### config.mk
export PLATFORM = sky130hd
export DESIGN_NAME = hazard_ctrl
export DESIGN_NICKNAME = d
export VERILOG_FILES = /design/src/rtl/hazard_ctrl.sv
export SDC_FILE = /design/constraint.sdc
export NUM_CORES = 1
export LEC_CHECK = 0
export CAP_MARGIN = 30
export CORE_UTILIZATION = 25
export DETAILED_ROUTE_END_ITERATION = 10
export GPL_TIMING_DRIVEN = 0
export SLEW_MARGIN = 20
export SYNTH_ARGS = -nofsm -noshare
export SYNTH_HDL_FRONTEND = slang
export SYNTH_SLANG_ARGS = --single-unit
export TNS_END_PERCENT = 5
### constraint.sdc
create_clock -name clk_HZ -period 2.3 [get_ports clk_HZ]
set_input_delay 0.23 -clock clk_HZ [delete_from_list [all_inputs] [get_ports clk_HZ]]
set_output_delay 0.23 -clock clk_HZ [all_outputs]
set_load 0.02 [all_outputs]
### src/rtl/hazard_ctrl.sv
`default_nettype none
// ============================================================================
// Module   : hazard_ctrl
// Purpose  : Pipeline hazard controller for load-use stalls, taken-branch
//            flushes and memory freezes, with saturating performance counters.
// Revision : 1.0 - initial release
// ============================================================================
module hazard_ctrl #(
    parameter int LOAD_STALL_CYC = 1,
    parameter int CNT_W          = 16
) (
    input  logic             clk_HZ,
    input  logic             rst_HZ,
    input  logic [4:0]       Rs1_addr_ID,
    input  logic [4:0]       Rs2_addr_ID,
    input  logic             Rs1_used_ID,
    input  logic             Rs2_used_ID,
    input  logic [4:0]       Rd_addr_EX,
    input  logic             RegWrite_EX,
    input  logic [1:0]       MemtoReg_EX,
    input  logic             Taken_EX,
    input  logic             Mem_busy,
    output logic             en_PC,
    output logic             en_IFID,
    output logic             en_IDEX,
    output logic             en_EXMEM,
    output logic             en_MEMWB,
    output logic             flush_IFID,
    output logic             flush_IDEX,
    output logic [1:0]       state_HZ,
    output logic [CNT_W-1:0] stall_cnt,
    output logic [CNT_W-1:0] flush_cnt,
    output logic [CNT_W-1:0] freeze_cnt
);

    typedef enum logic [1:0] {
        ST_RUN    = 2'd0,
        ST_STALL  = 2'd1,
        ST_FREEZE = 2'd2
    } state_t;

    localparam logic [2:0]       c_STALL_INIT = 3'(LOAD_STALL_CYC - 1);
    localparam logic [CNT_W-1:0] c_CNT_ONE    = {{(CNT_W-1){1'b0}}, 1'b1};

    state_t           state_q, state_d;
    state_t           saved_q, saved_d;
    logic [2:0]       rem_q, rem_d;
    logic [CNT_W-1:0] stall_cnt_q, stall_cnt_d;
    logic [CNT_W-1:0] flush_cnt_q, flush_cnt_d;
    logic [CNT_W-1:0] freeze_cnt_q, freeze_cnt_d;

    logic   w_load_use;
    state_t w_mode;
    logic   w_stall_inc;
    logic   w_flush_inc;
    logic   w_freeze_inc;

    assign w_load_use = RegWrite_EX && (MemtoReg_EX == 2'b01) && (Rd_addr_EX != 5'd0) &&
                        ((Rs1_used_ID && (Rs1_addr_ID == Rd_addr_EX)) ||
                         (Rs2_used_ID && (Rs2_addr_ID == Rd_addr_EX)));

    // While frozen, behave as the state we were frozen out of.
    assign w_mode = (state_q == ST_FREEZE) ? saved_q : state_q;

    always_comb begin
        state_d      = state_q;
        saved_d      = saved_q;
        rem_d        = rem_q;
        w_stall_inc  = 1'b0;
        w_flush_inc  = 1'b0;
        w_freeze_inc = 1'b0;
        en_PC        = 1'b1;
        en_IFID      = 1'b1;
        en_IDEX      = 1'b1;
        en_EXMEM     = 1'b1;
        en_MEMWB     = 1'b1;
        flush_IFID   = 1'b0;
        flush_IDEX   = 1'b0;

        if (Mem_busy) begin
            en_PC        = 1'b0;
            en_IFID      = 1'b0;
            en_IDEX      = 1'b0;
            en_EXMEM     = 1'b0;
            en_MEMWB     = 1'b0;
            state_d      = ST_FREEZE;
            saved_d      = w_mode;
            w_freeze_inc = 1'b1;
        end else if (w_mode == ST_STALL) begin
            // EX holds a bubble here, so a taken branch cannot be real.
            en_PC       = 1'b0;
            en_IFID     = 1'b0;
            flush_IDEX  = 1'b1;
            w_stall_inc = 1'b1;
            rem_d       = rem_q - 3'd1;
            state_d     = (rem_d == 3'd0) ? ST_RUN : ST_STALL;
        end else if (Taken_EX) begin
            flush_IFID  = 1'b1;
            flush_IDEX  = 1'b1;
            w_flush_inc = 1'b1;
            state_d     = ST_RUN;
        end else if (w_load_use) begin
            en_PC       = 1'b0;
            en_IFID     = 1'b0;
            flush_IDEX  = 1'b1;
            w_stall_inc = 1'b1;
            rem_d       = c_STALL_INIT;
            state_d     = (c_STALL_INIT != 3'd0) ? ST_STALL : ST_RUN;
        end else begin
            state_d = ST_RUN;
        end

        if (rst_HZ) begin
            en_PC      = 1'b0;
            en_IFID    = 1'b0;
            en_IDEX    = 1'b0;
            en_EXMEM   = 1'b0;
            en_MEMWB   = 1'b0;
            flush_IFID = 1'b0;
            flush_IDEX = 1'b0;
        end
    end

    // Saturating counters: hold at all-ones instead of wrapping.
    always_comb begin
        stall_cnt_d  = stall_cnt_q;
        flush_cnt_d  = flush_cnt_q;
        freeze_cnt_d = freeze_cnt_q;
        if (w_stall_inc && !(&stall_cnt_q)) begin
            stall_cnt_d = stall_cnt_q + c_CNT_ONE;
        end
        if (w_flush_inc && !(&flush_cnt_q)) begin
            flush_cnt_d = flush_cnt_q + c_CNT_ONE;
        end
        if (w_freeze_inc && !(&freeze_cnt_q)) begin
            freeze_cnt_d = freeze_cnt_q + c_CNT_ONE;
        end
    end

    always_ff @(posedge clk_HZ or posedge rst_HZ) begin
        if (rst_HZ) begin
            state_q      <= ST_RUN;
            saved_q      <= ST_RUN;
            rem_q        <= 3'd0;
            stall_cnt_q  <= '0;
            flush_cnt_q  <= '0;
            freeze_cnt_q <= '0;
        end else begin
            state_q      <= state_d;
            saved_q      <= saved_d;
            rem_q        <= rem_d;
            stall_cnt_q  <= stall_cnt_d;
            flush_cnt_q  <= flush_cnt_d;
            freeze_cnt_q <= freeze_cnt_d;
        end
    end

    assign state_HZ   = state_q;
    assign stall_cnt  = stall_cnt_q;
    assign flush_cnt  = flush_cnt_q;
    assign freeze_cnt = freeze_cnt_q;

endmodule
`default_nettype wire

Word-level counts from Yosys, hierarchy flattened
Index checks and enable logic that the tools add are counted.
Operators by class
  reductions and logical operators: 19
  mux-type cells: 27
  eq/ne operators: 6
  add/subtract/negate cells: 4
  bitwise logic cells: 1
Operators with widths (count)
  16-bit by 1-bit adder with 16-bit output, second input constant: 3
  16-bit AND reduction: 3
  1-bit 2-to-1 mux: 22
  5-bit == test: 2
  3-bit 2-to-1 mux: 3
  1-bit logical AND: 8
  5-bit nonzero test: 1
  2-bit by 1-bit == test with 1-bit output, second input constant: 2
  2-bit 2-to-1 mux: 2
  1-bit logical NOT: 3
  3-bit logical NOT: 1
  3-bit AND reduction: 1
  3-bit by 1-bit subtractor with 3-bit output, second input constant: 1
  2-bit == test, second input constant: 1
  2-bit by 1-bit inequality test with 1-bit output, second input constant: 1
  2-bit nonzero test: 1
  1-bit logical OR: 1
  1-bit inverter: 1
Storage, ports and cells
  word-level logic and storage cells: 63
  bits of input ports: 24
  register bits after elaboration: 55

Longest topological paths before layout
Gate-level depths: netlist of the first run.
  word-level depth: 9
  gate-level depth with buffers: 8
  gate-level depth less buffers: 7

Worst setup path before layout of the first run
OpenSTA, ideal clock, no wires.
  kind: register to register
  start point: reg stall_cnt_q[0] (netlist: stall_cnt[0])
  end point: reg stall_cnt_q[1] (netlist: stall_cnt[1])
  clock period less this slack: 2140 ps
  slack: 160 ps
  library setup time: 125 ps
  cell stages (with the launch flop): 8
  arrival time: 2015 ps
  data required time: 2175 ps
  cell sequence: dfrtp_1 > ha_1 > and3_1 > nand2_1 > nor2_1 > a41oi_1 > nand2_2 > mux2_2
On the way
  word-level cells in the longest chain between the ends: 3
  elaborated cells on any way between the ends: 4
Ends and longest elaborated chain
  from (decl): RTL line 48  | logic [CNT_W-1:0] stall_cnt_q, stall_cnt_d;
  from (signal assigned): RTL line 152  | stall_cnt_q <= stall_cnt_d;
  parallel branches: the longest is 3 deep, another holds 16-bit by 1-bit adder with 16-bit output
Parallel ways; which one is timed is not known.
A chain may end at the register's enable or synchronous reset.

Worst setup path in the final report of the first run
  start point: in Rs2_addr_ID[0]
  end point: out en_PC
On the way
  word-level cells in the longest chain between the ends: 9
Ends and longest elaborated chain
  from (decl): RTL line 15  | input logic [4:0] Rs2_addr_ID,
  5-bit == test: RTL line 60  | (Rs2_used_ID && (Rs2_addr_ID == Rd_addr_EX)));
  1-bit logical AND: RTL line 60
  1-bit logical OR: RTL line 59  | ((Rs1_used_ID && (Rs1_addr_ID == Rd_addr_EX)) ||
  1-bit logical AND: RTL line 58  | assign w_load_use = RegWrite_EX && (MemtoReg_EX == 2'b01) && (Rd_addr_EX != 5'd0) &&
  1-bit 2-to-1 mux: RTL line 102  | end else if (w_load_use) begin
  1-bit 2-to-1 mux: RTL line 97  | end else if (Taken_EX) begin
  1-bit 2-to-1 mux: RTL line 89  | end else if (w_mode == ST_STALL) begin
  1-bit 2-to-1 mux: RTL line 80  | if (Mem_busy) begin
  1-bit 2-to-1 mux: RTL line 113  | if (rst_HZ) begin
  to (decl): RTL line 23  | output logic en_PC,
Every way passes these cells.

==> reports/metrics.yaml, run 1 <==
outcome: "finished, final reports clean"
ios: 81
grtUsageTotal_pct: 12.1
maxSlewHeadroom_pct: 53.8
required_ps: 2070
htree_levels: 2
synth_nets: 286
fp-row-count: 38
holdCritStartpoint: "Mem_busy"
via_count: 2248
finalSetupViolCount: 0
cp_max_fo: 2
worstPathArrival_ps: 2050
fin_skew_ps: 8.14
die_area_mm2: 0.0115
rsz0062_at_grt: "yes"
power.leakage_nw: 1.70
synth_xor_area_share_pct: 16.2
synth_top_area_cell: "dfrtp_1"
critPathLaunchType: "primary input"
seqPwrFrac_pct: 47.9
synth_flop_cell: "dfrtp_1"
p_comb_share_pct: 27.6
drv_cap: 0
grt_overflow: 0
syn_area_mm2: 0.00276
synth_area_leaders: "dfrtp_1 (50%), xnor2_1 (9.8%), xor2_1 (6.3%)"
chipWidth_um: 107
final_util_pct: 36.9
power.switching_uw: 822
path_class: "in -> out"
synth-compound-area-share_pct: 6.02
power_density_mw_per_mm2: 650
crit_start: "Rs2_addr_ID[0]"
grt_max_degree: 56
drive_above_1_share_pct: 12.4
synth_top_family_by_area: "simple AND/OR/NAND/NOR gates"
io_buffer_count: 80
r2r_slack_ps: 110
dp_hpwl_mm: 4.78
syn_inst: 257
synth_fa_ha_area_share_pct: 2.26
viasPerCell: 4.62
wl_per_cell_um: 14.0
min_period_ps: 2280
muxShareOfSynthArea_pct: 1.63
final_nets: 376
r2r-start: "stall_cnt[0]"
setup_slack_ps: 24.8
vdd.ir_drop.worst_uv: 513
ys_seq_elements: 55
coreArea_mm2: 0.0108
grt_first_pass_wirelength_mm: 10.9
synth_top_area_share_pct: 49.8
worst_pin_slew_ps: 693
place_ws_ps: -608
die_y_um: 107
root_buffer: "clkbuf_8"
cts_buffer_depth: 2
antenna_cells: 0
worstSetupEndpointType: "output pin"
drv_slew: 0
antenna_found_initial: 0
start_util_pct: 25.6
switching_share_pct: 31.8
multi_input_area_mm2: 0.00143
hold_violations: 0
gp_congestion: 0.740
final_cells: 487
p_total_mw: 2.59
grt_pass1_vias: 2219
clkTransAtPathRegs_ps: 90
ant_nets: 0
synth_area_per_cell_um2: 10.7
hold_path.class: "in -> reg"
totalWireLength_mm: 6.82
final.setup.tns_ps: 0
ys_warn_count: 0
area_growth_pct: 44.0
synth_edf_count: 0
synth.most_common_cell: "dfrtp_1"
dr.pass1.iters: 4
synthDistinctLibCells: 41
cts_tree: "yes"
cts_made_buffers: 5
clockPowerShare_pct: 24.5
synthTopCellsByCount: "dfrtp_1 (55), xnor2_1 (31), xor2_1 (20), nand3_1 (16), nand4_1 (16)"
regArea_mm2: 0.00138
yosys.area_share.simple_pct: 21.5
fmax_mhz: 440
clk_latency_ps: 310
finalCritPeriodShare_pct: 98.9
cts.sinks: 55
dp.cells: 477
internal_power_mw: 1.76
remaining_drc_errors: 0
fillCellCount: 1089
drt-initial-drc-count: 96
seq_area_frac_synth_pct: 49.8
async_flop_share_pct: 100
routing by layer:
| metal | GRT usage (%) | share of wire (%) |
|---|---|---|
| met3 | 2.98 | 5.7 |
| met2 | 20.2 | 47 |
| met5 | 0 | 0 |
| met1 | 15.2 | 45 |
| met4 | 4.21 | 1.4 |
cells by family after synthesis:
family	after synthesis
adders and majority gates	5
muxes	4
AOI/OAI and AO/OA	23
DFF	55
xor gates and xnor gates	51
and+or+nand+nor	104
buffers and inverters	15
power by group through the flow:
stage	clock, mW	sequential (mW)	combinational, mW
floorplan	0	1.36	0.236
global placement	0	1.25	0.692
detailed placement	0	1.25	0.703
CTS	0.669	1.24	0.720
global route	0.696	1.26	0.767
finish	0.633	1.24	0.714
path summary, 6_finish.rpt:
kind	end	depth (start not counted)
hold reg to reg	freeze_cnt[12]	1
setup reg to reg	stall_cnt[1]	7
max in group asynchronous	freeze_cnt[3]	2
min in group asynchronous	rem_q[2]	2
hold / removal	state_HZ[1]	1
setup / recovery	en_PC	7
state kept, by name, summed over array words and instances (netlist names):
name,count
state_HZ,2
rem_q,3
stall_cnt,16
saved_q,2
freeze_cnt,16
flush_cnt,16
layout make-up:
class                      count  area share (%)
multi-input combinational    187            35.9
sequential                    55            34.6
timing repair buffer          83            20.4
tap                          140            4.40
clock buffer                   6            1.82
buffer                         9            1.45
clock inverter                 1           0.755
inverter                       6           0.629
through the flow:
stage | instance area, um^2 | hold slack (ps)
floorplan | 2760 | 261
global placement | 3740 | 473
detailed placement | 3740 | 473
CTS | 3930 | 356
global route | 3980 | 380
finish | 3980 | 380
worst max-delay path: stages:
cell             delay [ps]
clkdlybuf4s50_1         410
xor2_1                  150
nor4_2                  340
a32oi_2                 180
o311a_1                 360
buf_4                   130
clkdlybuf4s15_2         240
cells in the final DEF, fill, tap and decap left out, types with 2 or more instances in the layout:
cell type        synthesis  routed
and3_1                  14      14
clkbuf_1                 5       3
ha_1                     5       5
clkdlybuf4s50_1          0      70
dlygate4sd2_1            0       6
and4_1                   7       7
nor4_2                   0       3
xor2_1                  20      19
xnor2_1                 31      31
mux2_2                   4       4
o2bb2ai_1                2       2
inv_1                    6       5
a21oi_1                  7       7
a31oi_1                  2       2
nor2_1                  15      13
nor3_1                   2       2
clkbuf_4                 0       2
o41a_1                   2       2
clkbuf_8                 0       5
nand2b_1                 4       4
nand4_1                 16      16
buf_4                    4       8
nand2_1                 15      15
dfrtp_1                 55      55
nand3_1                 16      16
or2_2                    2       2
repair_timing:
| action | in CTS | in global routing |
|---|---|---|
| setup buffers | 3 | 0 |
| hold buffers | 0 | 0 |
| endpoints found under the setup margin | 30 | 17 |
| pin swaps | 5 | 3 |
| resized for setup | 30 | 10 |
Note: power is estimated with default switching activity, not from simulation.
==> inputs of run 2 (changes only) <==
--- a/config.mk
+++ b/config.mk
@@ -9,6 +9,8 @@
 export CORE_UTILIZATION = 25
 export DETAILED_ROUTE_END_ITERATION = 10
 export GPL_TIMING_DRIVEN = 0
+export REMOVE_ABC_BUFFERS = 1
+export SKIP_LAST_GASP = 1
 export SLEW_MARGIN = 20
 export SYNTH_ARGS = -nofsm -noshare
 export SYNTH_HDL_FRONTEND = slang
==> run 2 against run 1 <==
Against the previous run:
- the run now ends with setup timing left
- combinational power hardly changed
- critical path type unchanged
- largest power group unchanged
- register-to-register slack hardly changed
- worst hold slack lost 200 ps
- highest routed layer unchanged
==> reports/metrics.yaml, run 2 (synthesis results as in run 1) <==
outcome: "finished with violations"
violations: "setup timing"
worstSetupEndpointType: "output pin"
area_growth_pct: 42.4
power_density_mw_per_mm2: 642  # -1.1%
hold_violations: 0  # unchanged
via_count: 2184  # -2.8%
io_buffer_count: 80  # unchanged
vdd.ir_drop.worst_uv: 409  # -20%
required_ps: 2070  # about the same
die_area_mm2: 0.0115  # unchanged
drv_cap: 0  # unchanged
final.setup.tns_ps: -65.1  # -65.1 ps
maxSlewHeadroom_pct: 44.6  # -9.3 points
gp_congestion: 0.737  # -0.39%
worst-path-buf-inv: 2  # -1
drive_above_1_share_pct: 10.6  # -1.8 points
viasPerCell: 4.54  # -1.6%
final_nets: 369  # -1.9%
grt_overflow: 0  # unchanged
antenna_cells: 0  # unchanged
finalSetupViolCount: 2  # +2
grt_pass1_vias: 2150  # -3.1%
power.leakage_nw: 1.66  # -2.7%
die_y_um: 107  # unchanged
grt_first_pass_wirelength_mm: 10.5  # -4.1%
crit_family: "buffers and inverters"
totalWireLength_mm: 6.33  # -7.2%
dp_hpwl_mm: 4.49  # -6.1%
ant_nets: 0  # unchanged
final_common_cell: "clkdlybuf4s50_1"
drt-initial-drc-count: 40  # -58%
worst_pin_slew_ps: 832  # +139 ps
final_cells: 481  # -1.2%
cts.sinks: 55  # unchanged
cts_tree: "yes"
htree_levels: 2  # unchanged
clkTransAtPathRegs_ps: 90  # about the same
min_period_ps: 2330  # +57.7 ps
clk_latency_ps: 310  # about the same
slowest_delay_ps: 480  # +70 ps
fillCellCount: 1088  # -0.092%
antenna_found_initial: 0  # unchanged
root_buffer: "clkbuf_8"
chipWidth_um: 107  # unchanged
dp.cells: 470  # -1.5%
hold_path.class: "in -> async"
ctsHoldBuffers: 0  # unchanged
fin_skew_ps: 12.6  # +4.49 ps
critPathLaunchType: "primary input"
remaining_drc_errors: 0  # unchanged
grt_max_degree: 55  # -1.8%
rsz0062_at_grt: "yes"
finalCritPeriodShare_pct: 101  # +2.5 points
coreArea_mm2: 0.0108  # unchanged
crit_chain: "clkdlybuf4s50_1, xor2_1, nor4_2, a32oi_2, o311a_1, dlygate4sd2_1"
drv_slew: 0  # unchanged
final_cell_mix: "clkdlybuf4s50_1 (75), dfrtp_1 (55), xnor2_1 (31)"
dr.pass1.iters: 4  # unchanged
setup_slack_ps: -32.8  # -57.7 ps
fmax_mhz: 429  # -2.5%
critPathSlowestCell: "clkdlybuf4s50_1"
wl_per_cell_um: 13.2  # -6.0%
grtUsageTotal_pct: 11.4  # -0.71 points
cts_made_buffers: 5  # unchanged
cts_buffer_depth: 2  # unchanged
start_util_pct: 25.6  # unchanged
fp-row-count: 38  # unchanged
path_class: "in -> out"
worstPathArrival_ps: 2100  # +50 ps
cp_max_fo: 4  # +2
ios: 81  # unchanged
[run 2: changes by cell type in the layout (fill, tap and decap cells not counted), sizes merged]
| cell | before | now |
|---|---|---|
| buf | 9 | 5 |
| bufinv | 1 | 0 |
| clkbuf | 11 | 7 |
| clkdlybuf4s15 | 1 | 0 |
| clkdlybuf4s50 | 70 | 75 |
| clkinv | 0 | 1 |
| clkinvlp | 0 | 1 |
| dlygate4sd2 | 6 | 3 |
[run 2: metrics by stage]
stage / setup WS [ps] / power [mW] / hold WS (ps) / utilization [%] / area, um^2
floorplan: -77.5 / 1.59 / 261 / - / 2710
global placement: -1080 / 1.94 / 475 / 34.2 / 3690
detailed placement: -732 / 1.96 / 479 / 34.6 / 3730
CTS: -113 / 2.56 / 167 / 36.0 / 3890
global route: -122 / 2.68 / 175 / 36.5 / 3940
finish: -32.8 / 2.53 / 180 / 36.5 / 3940
[run 2: where the power goes]
group          leakage, nW  switching (mW)  internal (mW)
logic                0.875           0.347          0.365
clock network       0.0474           0.333          0.247
registers            0.735           0.157           1.08
total                 1.66           0.837           1.69
[run 2: cell type report]
| class | instances | area, um^2 | share of cell area (%) |
|---|---|---|---|
| tap | 140 | 175 | 4.45 |
| multi-input combinational | 187 | 1410 | 35.8 |
| sequential | 55 | 1380 | 35.0 |
| inverter | 6 | 25.0 | 0.636 |
| clock buffer | 6 | 82.6 | 2.10 |
| clock inverter | 2 | 16.3 | 0.413 |
| timing repair buffer | 85 | 852 | 21.7 |
[run 2: final timing paths]
kind / to / depth (start not counted) / slack (ps) / from
setup / recovery: en_PC / 6 / -30 / Rd_addr_EX[2]
hold / removal: state_HZ[0] / 2 / 180 / rst_HZ
setup reg to reg: flush_cnt[9] / 7 / 100 / flush_cnt[0]
hold reg to reg: freeze_cnt[15] / 1 / 490 / freeze_cnt[15]
max in group asynchronous: stall_cnt[10] / 3 / 1670 / rst_HZ
min in group clk_HZ: freeze_cnt[15] / 1 / 490 / freeze_cnt[15]
[run 2: per-layer routing]
layer	vias up	track usage (%)	routed length, um
li1	1075	-	-
met1	1067	14.4	2940
met2	38	19.3	3060
met3	4	2.98	285
met4	0	2.94	44
met5	-	0	0
[run 2: worst reg2reg max path, cell delays in order (launching register included)]
cell      delay, ps
dfrtp_1         440
ha_1            240
nand4_1         120
nor4_1          580
nor4bb_4        140
nand4_1         330
nor2_1          100
xor2_1          150
[run 2: timing repair]
| item | CTS | global route |
|---|---|---|
| buffers inserted | 1 | 2 |
| pin swaps | 1 | 3 |
| resized for setup | 13 | 8 |
| endpoints found under the setup margin | 31 | 16 |
| gates cloned | 0 | 0 |
==> inputs of run 3 (changes only) <==
--- a/config.mk
+++ b/config.mk
@@ -6,13 +6,15 @@
 export NUM_CORES = 1
 export LEC_CHECK = 0
 export CAP_MARGIN = 30
+export CELL_PAD_IN_SITES_DETAIL_PLACEMENT = 0
+export CELL_PAD_IN_SITES_GLOBAL_PLACEMENT = 1
 export CORE_UTILIZATION = 25
 export DETAILED_ROUTE_END_ITERATION = 10
 export GPL_TIMING_DRIVEN = 0
+export PLACE_DENSITY_LB_ADDON = 0.1
 export REMOVE_ABC_BUFFERS = 1
 export SKIP_LAST_GASP = 1
 export SLEW_MARGIN = 20
 export SYNTH_ARGS = -nofsm -noshare
 export SYNTH_HDL_FRONTEND = slang
 export SYNTH_SLANG_ARGS = --single-unit
-export TNS_END_PERCENT = 5
==> run 3 against run 2 <==
Against the previous run:
- the flow now finishes without violations
- critical path depth unchanged
- sequential share of layout area fell by 0.80 points
- die area did not move
- global-route usage increased by 0.62 points
- combinational power about the same
- sequential cell count did not move
- critical path type unchanged
- critical endpoint is now flush_IDEX
- largest cell class unchanged
- largest power group unchanged
- highest routed layer unchanged
==> reports/metrics.yaml, run 3 (synthesis results as in run 1) <==
die_y_um: 107  # unchanged
fmax_mhz: 449  # +4.8%
final_cells: 486  # +1.0%
clkTransAtPathRegs_ps: 110  # +20 ps
r2r_cells: 8  # +1
cts_buffer_depth: 2  # unchanged
finish.instance_area_mm2: 0.00403  # +2.4%
final_common_cell: "clkdlybuf4s50_1"
outcome: "finished, final reports clean"
rsz0062_at_grt: "no"
viasPerCell: 4.57  # +0.74%
remaining_drc_errors: 0  # unchanged
wl_per_cell_um: 13.8  # +5.1%
ctsHoldBuffers: 0  # unchanged
path_class: "in -> out"
cts_tree: "yes"
via_count: 2223  # +1.8%
post_dp_cell_area_mm2: 0.00373  # about the same
dp_hpwl_mm: 4.72  # +5.2%
io_buffer_count: 80  # unchanged
cts_made_buffers: 5  # unchanged
final.setup.tns_ps: 0  # +65.1 ps
fp-row-count: 38  # unchanged
power.leakage_nw: 1.73  # +4.2%
dp.cells: 471  # +0.21%
hold_violations: 0  # unchanged
drt-initial-drc-count: 66  # +65%
root_buffer: "clkbuf_8"
totalWireLength_mm: 6.72  # +6.2%
htree_levels: 2  # unchanged
antenna_found_initial: 0  # unchanged
gp_congestion: 0.731  # -0.75%
hold_path.class: "in -> async"
worst_pin_slew_ps: 802  # -29.9 ps
drv_cap: 0  # unchanged
grtUsageTotal_pct: 12.0  # +0.62 points
drive_above_1_share_pct: 12.7  # +2.2 points
grt_overflow: 0  # unchanged
drv_slew: 0  # unchanged
final_nets: 374  # +1.4%
power_density_mw_per_mm2: 656  # +2.1%
fin_skew_ps: 14.5  # +1.86 ps
dr.pass1.iters: 4  # unchanged
grt_max_degree: 37  # -33%
ant_nets: 0  # unchanged
grt_first_pass_wirelength_mm: 10.9  # +4.3%
cp-endpoint: "flush_IDEX"
clk_latency_ps: 310  # about the same
worstPathArrival_ps: 2000  # -100 ps
r2r-start: "flush_cnt[0]"
antenna_cells: 0  # unchanged
crit_start: "Rd_addr_EX[2]"
maxSlewHeadroom_pct: 46.6  # +2.0 points
r2r_slack_ps: 180  # +80 ps
grt_pass1_vias: 2166  # +0.74%
finalSetupViolCount: 0  # -2
whs_ps: 250  # +70.2 ps
area_growth_pct: 45.8
ios: 81  # unchanged
min_period_ps: 2230  # -107 ps
cts.sinks: 55  # unchanged
worstSetupEndpointType: "output pin"
p_total_mw: 2.64  # +4.5%
vdd.ir_drop.worst_uv: 456  # +11%
critPathLaunchType: "primary input"
chipWidth_um: 107  # unchanged
coreArea_mm2: 0.0108  # unchanged
final_cell_mix: "clkdlybuf4s50_1 (73), dfrtp_1 (55), xnor2_1 (31)"
finalCritPeriodShare_pct: 96.8  # -4.7 points
start_util_pct: 25.6  # unchanged
required_ps: 2070  # about the same
r2r-end: "flush_cnt[8]"
die_area_mm2: 0.0115  # unchanged
cp_max_fo: 3  # -1
-- run 3: cell types whose count changed in the layout (fill, tap and decap cells not counted), sizes merged --
cell	previous run	this run
dlygate4sd2	3	1
clkinv	1	0
bufinv	0	1
inv	6	7
clkdlybuf4s15	0	2
buf	5	10
dlymetal6s2s	1	3
clkdlybuf4s50	75	73
clkinvlp	1	0
-- run 3: layout make-up --
cell class / instances / area [um^2]
Tap cell: 140 / 175
Clock buffer: 6 / 82.6
Timing Repair Buffer: 90 / 892
Clock inverter: 2 / 38.8
Sequential cell: 55 / 1380
Multi-Input combinational cell: 187 / 1440
Fill cell: 1100 / 6770
Inverter: 6 / 25.0
-- run 3: power breakdown --
part	switching (mW)	internal, mW	total (mW)
combinational	0.349	0.365	0.714
sequential	0.158	1.08	1.24
clock	0.332	0.359	0.691
-- run 3: how the worst min path moves through the flow --
stage | cells past startpoint | end | slack (ps)
CTS | 2 | flush_cnt[3] | 250
floorplan | 0 | state_HZ[1] | 260
finish | 2 | flush_cnt[1] | 250
detailed placement | 1 | freeze_cnt[12] | 480
global placement | 1 | rem_q[1] | 470
global route | 2 | freeze_cnt[9] | 260
-- run 3: layer usage --
metal  track usage, %  wire, um
met1             17.6      3440
met2             17.8      2840
met3             2.67       385
met4             2.94        59
met5                0         0
-- run 3: metrics by stage --
stage / setup WS (ps) / utilization, %
after floorplan: -77.5 / -
after global routing: 9.28 / 37.3
after detailed placement: -470 / 34.6
after CTS: -161 / 36.4
final: 74.4 / 37.3
after global placement: -1210 / 34.2
-- run 3: critical path: stages --
cell and delay (ps):
clkdlybuf4s50_1 470, or4_4 550, o21ai_4 190, nor2_1 60, o41a_1 320, clkbuf_2 170
-- run 3: what timing repair did --
action / 4_1_cts / 5_1_grt
setup endpoints to repair: 31 / 33
gates cloned: 0 / 0
gates resized for setup: 18 / 15
buffers inserted: 2 / 5
pin swaps: 2 / 8
